===== config.mk =====
export PLATFORM = sky130hd
export DESIGN_NAME = ma_stage_ctrl_flat
export DESIGN_NICKNAME = d
export VERILOG_FILES = /design/src/rtl/simplerisc_pkg.sv /design/src/rtl/ma_stage_ctrl_if.sv /design/src/rtl/ma_timeout_ctr.sv /design/src/rtl/ma_stage_ctrl.sv /design/src/flat_wrapper.sv
export SDC_FILE = /design/constraint.sdc
export NUM_CORES = 1
export LEC_CHECK = 0
export ABC_AREA = 0
export CORE_MARGIN = 4
export CORE_UTILIZATION = 46
export CTS_CLUSTER_SIZE = 25
export DETAILED_ROUTE_END_ITERATION = 8
export PLACE_DENSITY = 0.89
export SLEW_MARGIN = 40
export SYNTH_ARGS = -nofsm -noshare
export SYNTH_HDL_FRONTEND = slang
export SYNTH_SLANG_ARGS = --single-unit
export TNS_END_PERCENT = 1

===== constraint.sdc =====
create_clock -name clk -period 4.8 [get_ports clk]
set_input_delay 0.72 -clock clk [delete_from_list [all_inputs] [get_ports clk]]
set_output_delay 0.72 -clock clk [all_outputs]
set_load 0.02 [all_outputs]

===== src/rtl/simplerisc_pkg.sv =====
// simplerisc_pkg: shared SimpleRISC constants, MA-stage state encoding and field helpers
package simplerisc_pkg;
  localparam logic [1:0] S_IDLE = 2'd0;
  localparam logic [1:0] S_BUSY = 2'd1;
  localparam logic [1:0] S_DONE = 2'd2;
  typedef enum logic [1:0] {IDLE = S_IDLE, BUSY = S_BUSY, DONE = S_DONE} ma_state_t;
  localparam logic [31:0] NOP_INST = 32'h6800_0000;
  localparam int OPC_MSB = 31;
  localparam int OPC_LSB = 27;
  localparam int IMM_BIT = 26;
  function automatic logic [4:0] opcode(input logic [31:0] inst);
    return inst[OPC_MSB:OPC_LSB];
  endfunction
endpackage


===== src/rtl/ma_stage_ctrl_if.sv =====
// ma_stage_ctrl_if: data-memory request/response bus between the MA stage and data memory
interface ma_stage_ctrl_if;
  logic        mem_req;
  logic        mem_we;
  logic [31:0] mem_addr;
  logic [31:0] mem_wdata;
  logic [31:0] mem_rdata;
  logic        mem_ack;
  modport master(output mem_req, mem_we, mem_addr, mem_wdata, input mem_rdata, mem_ack);
  modport slave(input mem_req, mem_we, mem_addr, mem_wdata, output mem_rdata, mem_ack);
endinterface


===== src/rtl/ma_timeout_ctr.sv =====
// ma_timeout_ctr: saturating BUSY-cycle counter that flags the last allowed wait cycle
module ma_timeout_ctr #(
  parameter int TIMEOUT = 16
) (
  input  logic clk,
  input  logic rst_n,
  input  logic clr_i,
  input  logic en_i,
  output logic expired_o
);
  localparam int W = $clog2(TIMEOUT) + 1;
  logic [W-1:0] cnt_q, cnt_d;
  assign cnt_d = clr_i ? '0 : (en_i && cnt_q != W'(TIMEOUT)) ? cnt_q + 1'b1 : cnt_q;
  assign expired_o = en_i && cnt_q >= W'(TIMEOUT - 1);
  // count cycles spent waiting, holding at TIMEOUT so it never wraps
  always_ff @(posedge clk or negedge rst_n)
    if (!rst_n) cnt_q <= '0;
    else cnt_q <= cnt_d;
endmodule


===== src/rtl/ma_stage_ctrl.sv =====
// ma_stage_ctrl: MA-stage controller running loads/stores as handshaked memory transactions
module ma_stage_ctrl #(
  parameter int          TIMEOUT  = 16,
  parameter logic [31:0] NOP_INST = simplerisc_pkg::NOP_INST
) (
  input  logic                  clk,
  input  logic                  rst_n,
  input  logic                  valid_MA,
  input  logic [31:0]           inst_MA,
  input  logic                  is_Ld_MA,
  input  logic                  is_St_MA,
  input  logic [31:0]           aluResult_MA,
  input  logic [31:0]           op2_MA,
  input  logic [4:0]            rd_MA,
  input  logic                  isWb_MA,
  output logic                  stall_MA,
  ma_stage_ctrl_if.master       mem,
  output logic [31:0]           inst_DM,
  output logic                  is_Ld_DM,
  output logic [31:0]           aluResult_DM,
  output logic [31:0]           DMResult_DM,
  output logic [4:0]            rd_DM,
  output logic                  isWb_DM,
  output logic                  mem_err
);
  import simplerisc_pkg::*;
  ma_state_t   state_q, state_d;
  logic [31:0] inst_q, addr_q, wdata_q, data_q, data_d;
  logic [4:0]  rd_q;
  logic        ld_q, st_q, wb_q, err_q, err_d, req_q;
  logic        busy, done, mem_op, start, pass, expired;
  assign busy   = state_q == BUSY;
  assign done   = state_q == DONE;
  assign mem_op = valid_MA && (is_Ld_MA || is_St_MA);
  assign start  = state_q == IDLE && mem_op;
  assign pass   = rst_n && state_q == IDLE && !mem_op;
  ma_timeout_ctr #(.TIMEOUT(TIMEOUT)) u_ctr (
    .clk(clk), .rst_n(rst_n), .clr_i(start), .en_i(busy), .expired_o(expired)
  );
  // next state, completion data and sticky error; ack beats a simultaneous timeout
  always_comb begin
    state_d = start ? BUSY : (busy && (mem.mem_ack || expired)) ? DONE : done ? IDLE : state_q;
    data_d  = (busy && mem.mem_ack) ? (ld_q ? mem.mem_rdata : '0) : (busy && expired) ? '0 : data_q;
    err_d   = err_q || (busy && expired && !mem.mem_ack);
  end
  // state, request and hold registers; mem_req is registered off the next state
  always_ff @(posedge clk or negedge rst_n)
    if (!rst_n) begin
      state_q <= IDLE;
      req_q   <= 1'b0;
      err_q   <= 1'b0;
      data_q  <= '0;
      inst_q  <= '0;
      addr_q  <= '0;
      wdata_q <= '0;
      rd_q    <= '0;
      ld_q    <= 1'b0;
      st_q    <= 1'b0;
      wb_q    <= 1'b0;
    end else begin
      state_q <= state_d;
      req_q   <= state_d == BUSY;
      err_q   <= err_d;
      data_q  <= data_d;
      if (start) begin
        inst_q  <= inst_MA;
        addr_q  <= aluResult_MA;
        wdata_q <= op2_MA;
        rd_q    <= rd_MA;
        ld_q    <= is_Ld_MA;
        st_q    <= is_St_MA;
        wb_q    <= isWb_MA;
      end
    end
  assign mem.mem_req   = req_q;
  assign mem.mem_we    = req_q && st_q;
  assign mem.mem_addr  = req_q ? addr_q : '0;
  assign mem.mem_wdata = req_q ? wdata_q : '0;
  assign stall_MA      = rst_n && (start || busy);
  assign mem_err       = err_q;
  assign inst_DM       = done ? inst_q : pass ? inst_MA : NOP_INST;
  assign is_Ld_DM      = done ? ld_q : pass && is_Ld_MA;
  assign aluResult_DM  = done ? addr_q : pass ? aluResult_MA : '0;
  assign DMResult_DM   = done ? data_q : '0;
  assign rd_DM         = done ? rd_q : pass ? rd_MA : '0;
  assign isWb_DM       = done ? wb_q : pass && isWb_MA;
endmodule


===== src/flat_wrapper.sv =====
// flat-port wrapper written by rule: the top's interface ports become plain ports
module ma_stage_ctrl_flat import simplerisc_pkg::*;
#(
  parameter int          TIMEOUT  = 16,
  parameter logic [31:0] NOP_INST = simplerisc_pkg::NOP_INST
)
  (clk, rst_n, valid_MA, inst_MA, is_Ld_MA, is_St_MA, aluResult_MA, op2_MA, rd_MA, isWb_MA, stall_MA, inst_DM, is_Ld_DM, aluResult_DM, DMResult_DM, rd_DM, isWb_DM, mem_err, mem_mem_req, mem_mem_we, mem_mem_addr, mem_mem_wdata, mem_mem_rdata, mem_mem_ack);
  ma_stage_ctrl_if mem_i ();
  input  logic clk;
  input  logic rst_n;
  input  logic valid_MA;
  input  logic [31:0] inst_MA;
  input  logic is_Ld_MA;
  input  logic is_St_MA;
  input  logic [31:0] aluResult_MA;
  input  logic [31:0] op2_MA;
  input  logic [4:0] rd_MA;
  input  logic isWb_MA;
  output logic stall_MA;
  output logic [31:0] inst_DM;
  output logic is_Ld_DM;
  output logic [31:0] aluResult_DM;
  output logic [31:0] DMResult_DM;
  output logic [4:0] rd_DM;
  output logic isWb_DM;
  output logic mem_err;
  output wire logic [$bits(mem_i.mem_req)-1:0] mem_mem_req;
  output wire logic [$bits(mem_i.mem_we)-1:0] mem_mem_we;
  output wire logic [$bits(mem_i.mem_addr)-1:0] mem_mem_addr;
  output wire logic [$bits(mem_i.mem_wdata)-1:0] mem_mem_wdata;
  input wire logic [$bits(mem_i.mem_rdata)-1:0] mem_mem_rdata;
  input wire logic [$bits(mem_i.mem_ack)-1:0] mem_mem_ack;
  assign mem_mem_req = mem_i.mem_req;
  assign mem_mem_we = mem_i.mem_we;
  assign mem_mem_addr = mem_i.mem_addr;
  assign mem_mem_wdata = mem_i.mem_wdata;
  assign mem_i.mem_rdata = mem_mem_rdata;
  assign mem_i.mem_ack = mem_mem_ack;
  ma_stage_ctrl #(.TIMEOUT(TIMEOUT), .NOP_INST(NOP_INST)) u_core (.clk(clk), .rst_n(rst_n), .valid_MA(valid_MA), .inst_MA(inst_MA), .is_Ld_MA(is_Ld_MA), .is_St_MA(is_St_MA), .aluResult_MA(aluResult_MA), .op2_MA(op2_MA), .rd_MA(rd_MA), .isWb_MA(isWb_MA), .stall_MA(stall_MA), .mem(mem_i), .inst_DM(inst_DM), .is_Ld_DM(is_Ld_DM), .aluResult_DM(aluResult_DM), .DMResult_DM(DMResult_DM), .rd_DM(rd_DM), .isWb_DM(isWb_DM), .mem_err(mem_err));
endmodule

Word level (Yosys, flattened, before mapping) --
Index checks and enable logic that the tools add are counted.
Word-level totals: output and inout port bits 171, word-level logic and storage cells 60, register bits after elaboration 145
Cells by class: mux-type cells 19, reductions and logical operators 23, add/sub/neg operators 1, order comparisons 1, eq/ne operators 4
Operator list (count):
- 32-bit two-way mux | 10
- 5-bit two-way mux | 4
- 1-bit logical AND | 14
- 2-bit two-way mux | 3
- 5-bit by 1-bit adder with 5-bit output (second input constant) | 1
- 5-bit by 4-bit greater-or-equal comparator with 1-bit output (second input constant) | 1
- 5-bit inequality test (second input constant) | 1
- 2-bit by 1-bit equality test with 1-bit output (second input constant) | 2
- 1-bit logical OR | 4
- 2-bit nonzero test | 2
- 2-bit equality test (second input constant) | 1
- 1-bit zero test | 2
- 2-bit zero test | 1
- 1-bit two-way mux | 2

Depth between registers and ports, before layout --
Gate-level depths: netlist (run 1).
depth after elaboration 7, gate-level depth with buffers 7, mapped depth without buffers 6

Hierarchy --
From an unflattened synthesis (run 1), not the netlist that was laid out.
Unflattened totals: cell total of the unflattened synthesis 540, area, all modules 7045.5 um^2
Modules (own cells, without submodules):
- ma_stage_ctrl | times used 1, cells an instance 508, area an instance 6737.7 um^2
- ma_timeout_ctr | times used 1, cells an instance 32, area an instance 307.8 um^2

Worst setup path after synthesis (run 1) --
Ideal clock, no wire load.
path kind input to output, start point in is_Ld_MA, end point out stall_MA, stages 5, required time 4080 ps, setup slack 2150 ps, arrival time 1930 ps, cells stage by stage o21ai_1 -> or3_1 -> buf_2 -> buf_6 -> a21boi_0
Between the ends: longest elaborated chain between the ends 5
RTL lines:
- start: declaration | line flat_wrapper.sv:13 | input logic is_Ld_MA;
- 1-bit logical OR | line ma_stage_ctrl.sv:34 | assign mem_op = valid_MA && (is_Ld_MA || is_St_MA);
- 1-bit logical AND | line ma_stage_ctrl.sv:34
- 1-bit logical AND | line ma_stage_ctrl.sv:35 | assign start = state_q == IDLE && mem_op;
- 1-bit logical OR | line ma_stage_ctrl.sv:79 | assign stall_MA = rst_n && (start || busy);
- 1-bit logical AND | line ma_stage_ctrl.sv:79
- end: declaration | line flat_wrapper.sv:19 | output logic stall_MA;
No other way between the ends.

Final worst setup path (run 1) --
start point in is_Ld_MA, end point out is_Ld_DM
Between the ends: longest elaborated chain between the ends 6
RTL lines:
- 1-bit logical OR | line ma_stage_ctrl.sv:34
- 1-bit logical AND | line ma_stage_ctrl.sv:34
- 1-bit zero test | line ma_stage_ctrl.sv:36 | assign pass = rst_n && state_q == IDLE && !mem_op;
- 1-bit logical AND | line ma_stage_ctrl.sv:36
- 1-bit logical AND * | line ma_stage_ctrl.sv:82 | assign is_Ld_DM = done ? ld_q : pass && is_Ld_MA;
- 1-bit two-way mux * | line ma_stage_ctrl.sv:82
- end: declaration | line flat_wrapper.sv:21 | output logic is_Ld_DM;
Mark *: on every way between the ends. The rest lies on a longest branch, timed or not.

==> results of run 1 <==
==> state kept, by name, indices dropped and copies added (netlist names) <==
| name | flops |
|---|---|
| u_core.wdata_q | 32 |
| u_core.addr_q | 32 |
| u_core.mem.mem_req | 1 |
| u_core.ld_q | 1 |
| u_core.wb_q | 1 |
| u_core.st_q | 1 |
| u_core.mem_err | 1 |
| u_core.state_q | 2 |
| u_core.u_ctr.cnt_q | 5 |
| u_core.inst_q | 32 |
| u_core.data_q | 32 |
| u_core.rd_q | 5 |
==> cells in the final DEF (no fill, tap or decap), types with 4 or more instances in the layout <==
master / instances
a22o_1: 100
and2_1: 97
buf_4: 4
clkbuf_16: 17
clkdlybuf4s50_1: 309
clkinvlp_4: 4
dfrtp_1: 145
inv_1: 4
mux2_2: 68
mux2_4: 36
nor2_1: 4
==> layer usage <==
layer / routed length [µm] / vias to the layer above
met5: 0 / -
met4: 512 / 0
met3: 1600 / 42
met2: 10800 / 237
met1: 7990 / 2829
li1: - / 2547
==> cells by family after synthesis <==
logic type / Yosys count
fa+ha+maj: 3
mux: 104
simple gates: 121
compound gates: 118
buf+inv: 51
flops: 145
==> power by group through the flow <==
stage | combinational, mW | clock [mW] | sequential, mW
after floorplan | 2.08 | 0 | 2.02
after global routing | 3.55 | 1.41 | 2.22
after detailed placement | 3.35 | 0 | 2.16
final | 3.34 | 1.32 | 2.16
after global placement | 3.26 | 0 | 2.11
after CTS | 3.37 | 1.35 | 2.15
==> synth_stat cells (all sizes together) <==
| library cell | count | area [µm²] |
|---|---|---|
| nand2b | 1 | 6.26 |
| and3 | 5 | 31.3 |
| a311oi | 2 | 17.5 |
| a31oi | 1 | 6.26 |
| o21ai | 4 | 20.0 |
| dfrtp | 145 | 3630 |
| nand3 | 2 | 10.0 |
| ha | 3 | 37.5 |
| a2111oi | 1 | 8.76 |
| a211oi | 1 | 7.51 |
| a21o | 1 | 7.51 |
| nand4 | 1 | 6.26 |
| a21boi | 1 | 7.51 |
| or3 | 2 | 12.5 |
| mux2 | 104 | 1310 |
| or2 | 1 | 6.26 |
| clkbuf | 23 | 86.3 |
| o22a | 3 | 26.3 |
| buf | 24 | 159 |
| and2 | 97 | 607 |
| nor2b | 2 | 12.5 |
| nand4bb | 1 | 11.3 |
| o21a | 1 | 7.51 |
| a311o | 1 | 10.0 |
| inv | 4 | 15.0 |
| a21oi | 2 | 10.0 |
| nand2 | 2 | 7.51 |
| a22o | 100 | 876 |
| nor3 | 3 | 20.0 |
| nor2 | 4 | 15.0 |
==> cell type report <==
type | instances | share of cell area, %
Sequential cell | 145 | 33.7
Inverter | 4 | 0.139
Timing Repair Buffer | 318 | 29.7
Clock inverter | 12 | 1.22
Tap cell | 184 | 2.14
Multi-Input combinational cell | 346 | 28.9
Clock buffer | 20 | 4.33
==> per-stage QoR <==
| step | instance area [µm²] | cells | hold slack (ps) | worst slack (ps) |
|---|---|---|---|---|
| 2_1_floorplan | 6980 | 542 | 424 | 2150 |
| 3_3_place_gp | 10200 | 997 | 454 | 898 |
| 3_5_place_dp | 10200 | 997 | 467 | 856 |
| 4_1_cts | 10800 | 1029 | 449 | 848 |
| 5_1_grt | 10800 | 1029 | 486 | 739 |
| 6_report | 10800 | 1029 | 435 | 848 |
==> worst min path at each step <==
stage                              from                       endpoint  slack (ps)  cells after the start
6_report                          rst_n    u_core.state_q[0]$_DFF_PN0_         430                      2
4_1_cts                           rst_n     u_core.rd_q[4]$_DFFE_PN0P_         450                      2
3_3_place_gp   u_core.mem_err$_DFF_PN0_       u_core.mem_err$_DFF_PN0_         450                      1
3_5_place_dp   u_core.mem_err$_DFF_PN0_       u_core.mem_err$_DFF_PN0_         470                      1
2_1_floorplan                     rst_n   u_core.addr_q[0]$_DFFE_PN0P_         420                      0
5_1_grt                           rst_n  u_core.inst_q[18]$_DFFE_PN0P_         490                      2
==> worst max-delay path: cells and delay by family <==
family	cells	cell delay (ps)
and+or+nand+nor	1	490
buffers and inverters	3	1370
AOI/OAI and AO/OA	2	610
==> impl_results.md, run 1 <==
* Status: finished clean
* Combinational power share at between 40% and 50%
* Post-DRT Antenna Nets at 0
* Nets at about 1000
* Vias/cell at 5.50
* Gr usage total at roughly a quarter
* Grt ovf at 0
* First-pass GRT wire length at roughly 34000 µm
* CTS Hold Buffers Added at 0
* Setup crit end: is_Ld_DM
* Worst setup EP type: output port
* Most used cell, CP: clkdlybuf4s50_1
* GR peak layer: met2
* Top-Level Pins at 311
* Post-DP HPWL at about 15000 µm
* Post-Synth Simple-Gate Area at between 10% and 20%
* Number of DRC markers in iteration 0 at between 200 and 250
* Met2 usage at 42.8%
* Critical path launch point type: input port
* GP Congestion at roughly 0.82
* CP Class: input port to output port
* Yosys cell types at 36
* Syn nets at between 600 and 700
* Worst reg-to-reg path cell count at 6
* # DRC at 0
* Cell area after synthesis at 0.00698 mm²
* Crit-path slowest cell: clkdlybuf4s50_1
* Antenna cell count at 0
* Seq pwr share at 31.6%
* Met3 Track Usage GR at under 10%
* Tmin final at 3950 ps
* Starting density of the core at 47.5%
* Clk pwr share at between 10% and 20%
* Worst-Skew Late Latency at 410 ps
* Fillers at approximately 970
* Initial antenna violation count at 0
* RSZ-0062 raised after global routing: false
* Hold WC Path Type: input port to async pin
* Post_cts resized at 0
* Max-capacitance violation count at 0
* Pwr per Cell Area at roughly 630 mW/mm²
* XOR/XNOR Fraction of Synth Area at 0%
* Syn Area/Cell at between 10 and 15 µm²
* RR Endpoint: u_core.data_q[26]$_DFFE_PN0P_
* Share of cells above drive strength 1 at between 15 and 20%
* Vias in the first global route at around 6400
* Post-Syn Instances at around 540
* Final Hold Viols at 0
* Drt pass-1 iters at 4
* Worst slew pin tran at 737 ps
* CP Cell Sequence: clkdlybuf4s50_1, o21ai_1, and3_2, buf_12, a22o_1, clkdlybuf4s50_1
* Post CTS Setup Buffer Count at 0
* Psw at about 2.4 mW
* Crit share post-route at 82.3%
* Post-synthesis compound-gate area fraction at roughly 14%
* CTS sink cnt at roughly 150
* Routed WL at approximately 21000 µm
* Routed length per placed instance at between 20 and 25 µm
* WP data arrival at 3230 ps
* Clk_skew at about 9 ps
* Sequential cell area at roughly 0.0036 mm²
* Area of the core at approximately 0.015 mm²
* CTS buffer count at 17
* Met1 Use GR at a little over a quarter
* Lkg Pwr at ~4.6 nW
* Worst r2r src: u_core.u_ctr.cnt_q[0]$_DFFE_PN0P_
* Post-layout util at about three quarters
* Via count at between 5000 and 6000
* Sequential-to-total area share from yosys stat at 52.0%
* Setup-failing EPs final at 0
* Multiplexer area fraction after synthesis at between 10% and 20%
* Crit path from: is_Ld_MA
* TritonCTS clock tree: done
* Maximum clock insertion buffer count at 2
* Pint at approximately 4.4 mW
* CP Max Fanout at between 50 and 60
* Setup TNS at 0 ps
* Die Ht at 131 µm
* Yosys reg bits at between 100 and 150
* Total power at roughly 7 mW
* R2r setup slk at about 2400 ps
* CP required at around 4100 ps
* Pin count of the biggest net entering global routing at 75
* Number of port buffers at 310
* Footprint of the multi-input gates at between 0.003 and 0.004 mm²
* Slew HR at roughly half
* Fmax at between 200 and 300 MHz
* Die Wd at 131 µm
* Synth warnings at 0
* Clk root buf: clkbuf_16
* Final Slew Violations at 0
* # H-tree levels at 4
* Die area at between 0.015 and 0.02 mm²
* Synth Area in Adders at less than 1%
* IR drop worst, VDD at ~0.00033 V
* Crit path largest cell delay at ~650 ps
* # rows at 44
* Switching Fraction at 35.9%
* Clock transition at path regs at approximately 60 ps
* Area Growth Syn to Fin at 54.4%
* Largest family of logic cells by synthesized area: multiplexers
(Power assumes the default switching activity.)
==> run 2, diff against run 1 <==
Settings changed: CORE_UTILIZATION 46 to 42, PLACE_DENSITY 0.89 to 0.82.
Clock period 4.8 ns to 4.1 ns, I/O delays scaled along.
==> impl_results.md, run 2 (synthesis results as in run 1) <==
* # DRC at 0
* GP Congestion at just over 0.8
* Worst r2r src: u_core.u_ctr.cnt_q[0]$_DFFE_PN0P_
* CP required at between 3000 and 4000 ps
* First-pass GRT wire length at 32700 µm
* # H-tree levels at 4
* Post-DP HPWL at roughly 15000 µm
* Fmax at 283 MHz
* Crit path largest cell delay at ~660 ps
* Final Slew Violations at 0
* Grt ovf at 0
* RR Endpoint: u_core.data_q[31]$_DFFE_PN0P_
* Lkg Pwr at around 4.6 nW
* Hold path depth at 1
* Die area at about 0.019 mm²
* CTS buffer count at 17
* Drt pass-1 iters at 4
* Number of DRC markers in iteration 0 at approximately 190
* Dpl cells at 1031
* Setup-failing EPs final at 0
* Crit share post-route at a little under nine tenths
* Max-capacitance violation count at 0
* Status: finished clean
* Final Hold Viols at 0
* CP Cell Sequence: clkdlybuf4s50_1, o21ai_1, and3_2, buf_4, a22o_1, clkdlybuf4s50_1
* RSZ-0062 raised after global routing: false
* Via count at roughly 5600
* WP data arrival at between 2000 and 3000 ps
* IR drop worst, VDD at 0.000339 V
* Pin count of the biggest net entering global routing at 74
* Routed length per placed instance at 19.7 µm
* Worst-Skew Late Latency at around 410 ps
* Worst reg-to-reg path cell count at 6
* Number of port buffers at 310
* CTS sink cnt at about 150
* Critical path launch point type: input port
* Hold WC Path Type: register to register
* Initial antenna violation count at 1
* Maximum clock insertion buffer count at 2
* Clk root buf: clkbuf_16
* Top-Level Pins at between 300 and 400
* Hold wc startpoint: u_core.mem_err$_DFF_PN0_
* Post-DRT Antenna Nets at 0
* Gr usage total at around 22%
* Clock transition at path regs at ~60 ps
* Total power at between 8 and 9 mW
* Tmin final at approximately 3500 ps
* Commonest non-fill, non-tap cell in the layout: clkdlybuf4s50_1
* Area Growth Syn to Fin at 55.6%
* Worst setup EP type: output port
* Area of the core at between 0.015 and 0.02 mm²
* # rows at 46
* Hold Path End: u_core.mem_err$_DFF_PN0_
* Crit-path slowest cell: clkdlybuf4s50_1
* Pwr per Cell Area at 744 mW/mm²
* Setup TNS at 0 ps
* Most used cell, CP: clkdlybuf4s50_1
* TritonCTS clock tree: done
* CP Class: input port to output port
* Die Ht at about 140 µm
* Die Wd at 137 µm
* R2r setup slk at 1830 ps
* Routed WL at 20900 µm
* Buffers plus inverters on the worst setup path at 3
* Slew HR at between 50 and 60%
* Starting density of the core at 43.3%
* Non-filler cells, final at 1065
* Post CTS Setup Buffer Count at 0
* Clk_skew at between 7 and 8 ps
* Crit path max-delay family: buffers and inverters
* Vias/cell at 5.30
* CP Max Fanout at 40
* Nets at roughly 980
* Vias in the first global route at ~6100
* Most frequent cells in the layout: clkdlybuf4s50_1 (309), dfrtp_1 (145), a22o_1 (100)
* Worst slew pin tran at 711 ps
* Share of cells above drive strength 1 at ~18%
==> run 2: changes by cell type in the layout (fill, tap and decap cells not counted), moves of 2 or more <==
cell / before / now
buf_4: 4 / 8
bufinv_16: 2 / 5
clkbuf_8: 3 / 0
buf_12: 2 / 0
clkbuf_1: 0 / 2
==> run 2: worst max path at each step <==
stage               startpoint     endpoint  slack, ps  cells after the start
floorplan             is_Ld_MA     stall_MA       1660                      5
global placement      is_Ld_MA     is_Ld_DM        630                      6
detailed placement    is_Ld_MA     is_Ld_DM        560                      6
CTS                   is_Ld_MA     is_Ld_DM        550                      6
global route          is_Ld_MA  inst_DM[10]        430                      6
finish                is_Ld_MA     is_Ld_DM        570                      6
==> run 2: power breakdown <==
part           internal (mW)  switching, mW
registers               2.09          0.441
logic                   2.08           1.80
clock network           1.08          0.589
total                   5.25           2.83
==> run 2: cell type report <==
cell class | count | area [µm²]
clock inverter | 13 | 209
tap | 216 | 270
clock buffer | 19 | 433
multi-input combinational | 346 | 3110
antenna | 1 | 2.50
sequential | 145 | 3630
fill | 1212 | 5250
inverter | 4 | 15.0
timing repair buffer | 321 | 3200
==> run 2: repair_timing <==
item                      in CTS  in global routing
resized for setup              0                  0
hold buffers                   1                  0
hold endpoints to repair       7                  0
==> run 2: worst register-to-register path: cells and delay by family (launching register included) <==
| family | cells | cell delay (ps) |
|---|---|---|
| adder cells (fa/ha/maj) | 2 | 440 |
| flip-flops | 1 | 440 |
| AO/OA/AOI/OAI | 2 | 840 |
| AND/OR/NAND/NOR | 2 | 480 |
==> run 2: layer usage <==
metal / vias to the layer above / track usage [%] / part of all wire, %
met4: 0 / 8.37 / 2.4
met1: 2786 / 25.4 / 38
met3: 36 / 7.72 / 9.4
met2: 264 / 38.1 / 50
met5: - / 0 / 0
li1: 2558 / - / -
==> run 2: stage by stage <==
stage	area (µm²)	utilization [%]	hold WS, ps	setup slack [ps]
after floorplan	6980	-	319	1660
after global placement	10200	63.3	444	634
after detailed placement	10200	63.4	448	564
after CTS	10900	67.4	492	554
after global routing	10900	67.4	502	425
final	10900	67.4	482	570
==> run 3, diff against run 2 <==
Settings changed: PLACE_DENSITY 0.82 to 0.88, TNS_END_PERCENT 1 to 20.
==> impl_results.md, run 3 (synthesis results as in run 1) <==
* Pint at about 5.2 mW
* Die area at roughly 0.019 mm²
* Vias in the first global route at ~5600
* GP Congestion at 0.794
* Psw at between 2 and 3 mW
* CTS Hold Buffers Added at 0
* Die Ht at 137 µm
* Final Slew Violations at 0
* Worst reg-to-reg path cell count at 6
* R2r setup slk at 1870 ps
* RSZ-0062 raised after global routing: false
* Clk pwr share at 20.2%
* Vias/cell at between 5 and 6
* Area Growth Syn to Fin at 55.7%
* Final Hold Viols at 0
* Post-DP HPWL at 14300 µm
* RR Endpoint: u_core.data_q[9]$_DFFE_PN0P_
* IR drop worst, VDD at 0.000305 V
* Fmax at 284 MHz
* CP Class: input port to output port
* Clock transition at path regs at 60 ps
* WP data arrival at just under 3000 ps
* Crit share post-route at between 80 and 90%
* Routed length per placed instance at 18.8 µm
* Tmin final at 3520 ps
* Worst-Skew Late Latency at between 400 and 500 ps
* # DRC at 0
* Commonest non-fill, non-tap cell in the layout: clkdlybuf4s50_1
* Maximum clock insertion buffer count at 2
* Most frequent cells in the layout: clkdlybuf4s50_1 (309), dfrtp_1 (145), a22o_1 (100)
* First-pass GRT wire length at roughly 30000 µm
* Final Cell Area at around 0.011 mm²
* Drt pass-1 iters at 4
* Seq pwr share at 31.4%
* Number of port buffers at 310
* TritonCTS clock tree: done
* Worst slew pin tran at ~760 ps
* Max-capacitance violation count at 0
* Pwr per Cell Area at roughly 740 mW/mm²
* Slew HR at about half
* Area of the core at roughly 0.016 mm²
* Top-Level Pins at just over 300
* # H-tree levels at 4
* Starting density of the core at about 43%
* Share of cells above drive strength 1 at a little under a fifth
* Grt ovf at 0
* Post_cts resized at 0
* Placed Area at about 0.010 mm²
* CTS buffer count at 17
* CP Max Fanout at 44
* Number of DRC markers in iteration 0 at 223
* Die Wd at ~140 µm
* Antenna cell count at 0
* Total power at about 8 mW
* Clk root buf: clkbuf_16
* Critical path launch point type: input port
* Non-filler cells, final at ~1100
* Routed WL at around 20000 µm
* Setup TNS at 0 ps
* Initial antenna violation count at 0
* Hold Slack at between 100 and 150 ps
* Lkg Pwr at 4.63 nW
* CP required at roughly 3500 ps
* Combinational power share at between 40% and 50%
* Post-DRT Antenna Nets at 0
* CTS sink cnt at about 150
* Fillers at ~1200
* Pin count of the biggest net entering global routing at 65
* Via count at between 5000 and 6000
* Clk_skew at between 8 and 9 ps
* Nets at between 900 and 1000
* Worst r2r src: u_core.u_ctr.cnt_q[0]$_DFFE_PN0P_
* Switching Fraction at a little over a third
* Gr usage total at between 20% and 30%
* # rows at 46
* Setup-failing EPs final at 0
* Dpl cells at 1031
* Worst setup EP type: output port
* Status: finished clean
* Hold WC Path Type: input port to async pin
* Post CTS Setup Buffer Count at 0
## run 3: worst max path at each step
stage	from	to	slack [ps]	cells past startpoint
after floorplan	is_Ld_MA	stall_MA	1660	5
after global placement	is_Ld_MA	aluResult_DM[19]	670	6
after detailed placement	is_Ld_MA	inst_DM[15]	560	6
after CTS	is_Ld_MA	inst_DM[15]	570	6
after global routing	is_Ld_MA	inst_DM[13]	400	6
final	is_Ld_MA	inst_DM[17]	580	6
## run 3: area by class of cell
| class | count | area (µm²) | share of cell area (%) |
|---|---|---|---|
| multi-input cells | 346 | 3110 | 28.6 |
| inverters | 4 | 15.0 | 0.138 |
| clock buffers | 19 | 453 | 4.17 |
| clock inverters | 13 | 174 | 1.60 |
| repair buffers | 320 | 3220 | 29.6 |
| flip-flops and latches | 145 | 3630 | 33.4 |
| well taps | 216 | 270 | 2.49 |
## run 3: through the flow
| step | setup slack [ps] | utilization (%) |
|---|---|---|
| floorplan | 1660 | - |
| global placement | 665 | 63.5 |
| detailed placement | 561 | 63.6 |
| CTS | 566 | 67.5 |
| global route | 400 | 67.5 |
| finish | 581 | 67.5 |
## run 3: worst max-delay path, cell delays in order
cell,delay [ps]
clkdlybuf4s50_1,460
o21ai_1,330
and3_2,240
buf_4,410
a22o_1,230
clkdlybuf4s50_1,610
## run 3: power by group through the flow
| stage | sequential, mW | clock, mW | combinational [mW] |
|---|---|---|---|
| 3_3_place_gp | 2.51 | 0 | 3.84 |
| 5_1_grt | 2.60 | 1.72 | 4.14 |
| 6_report | 2.52 | 1.62 | 3.88 |
| 4_1_cts | 2.52 | 1.66 | 3.93 |
| 3_5_place_dp | 2.53 | 0 | 3.92 |
| 2_1_floorplan | 2.37 | 0 | 2.43 |
## run 3: metal layers
metal	wire length, µm	GRT usage [%]
met1	8150	25.2
met5	0	0
met2	9700	35.3
met3	1820	7.28
met4	299	6.10
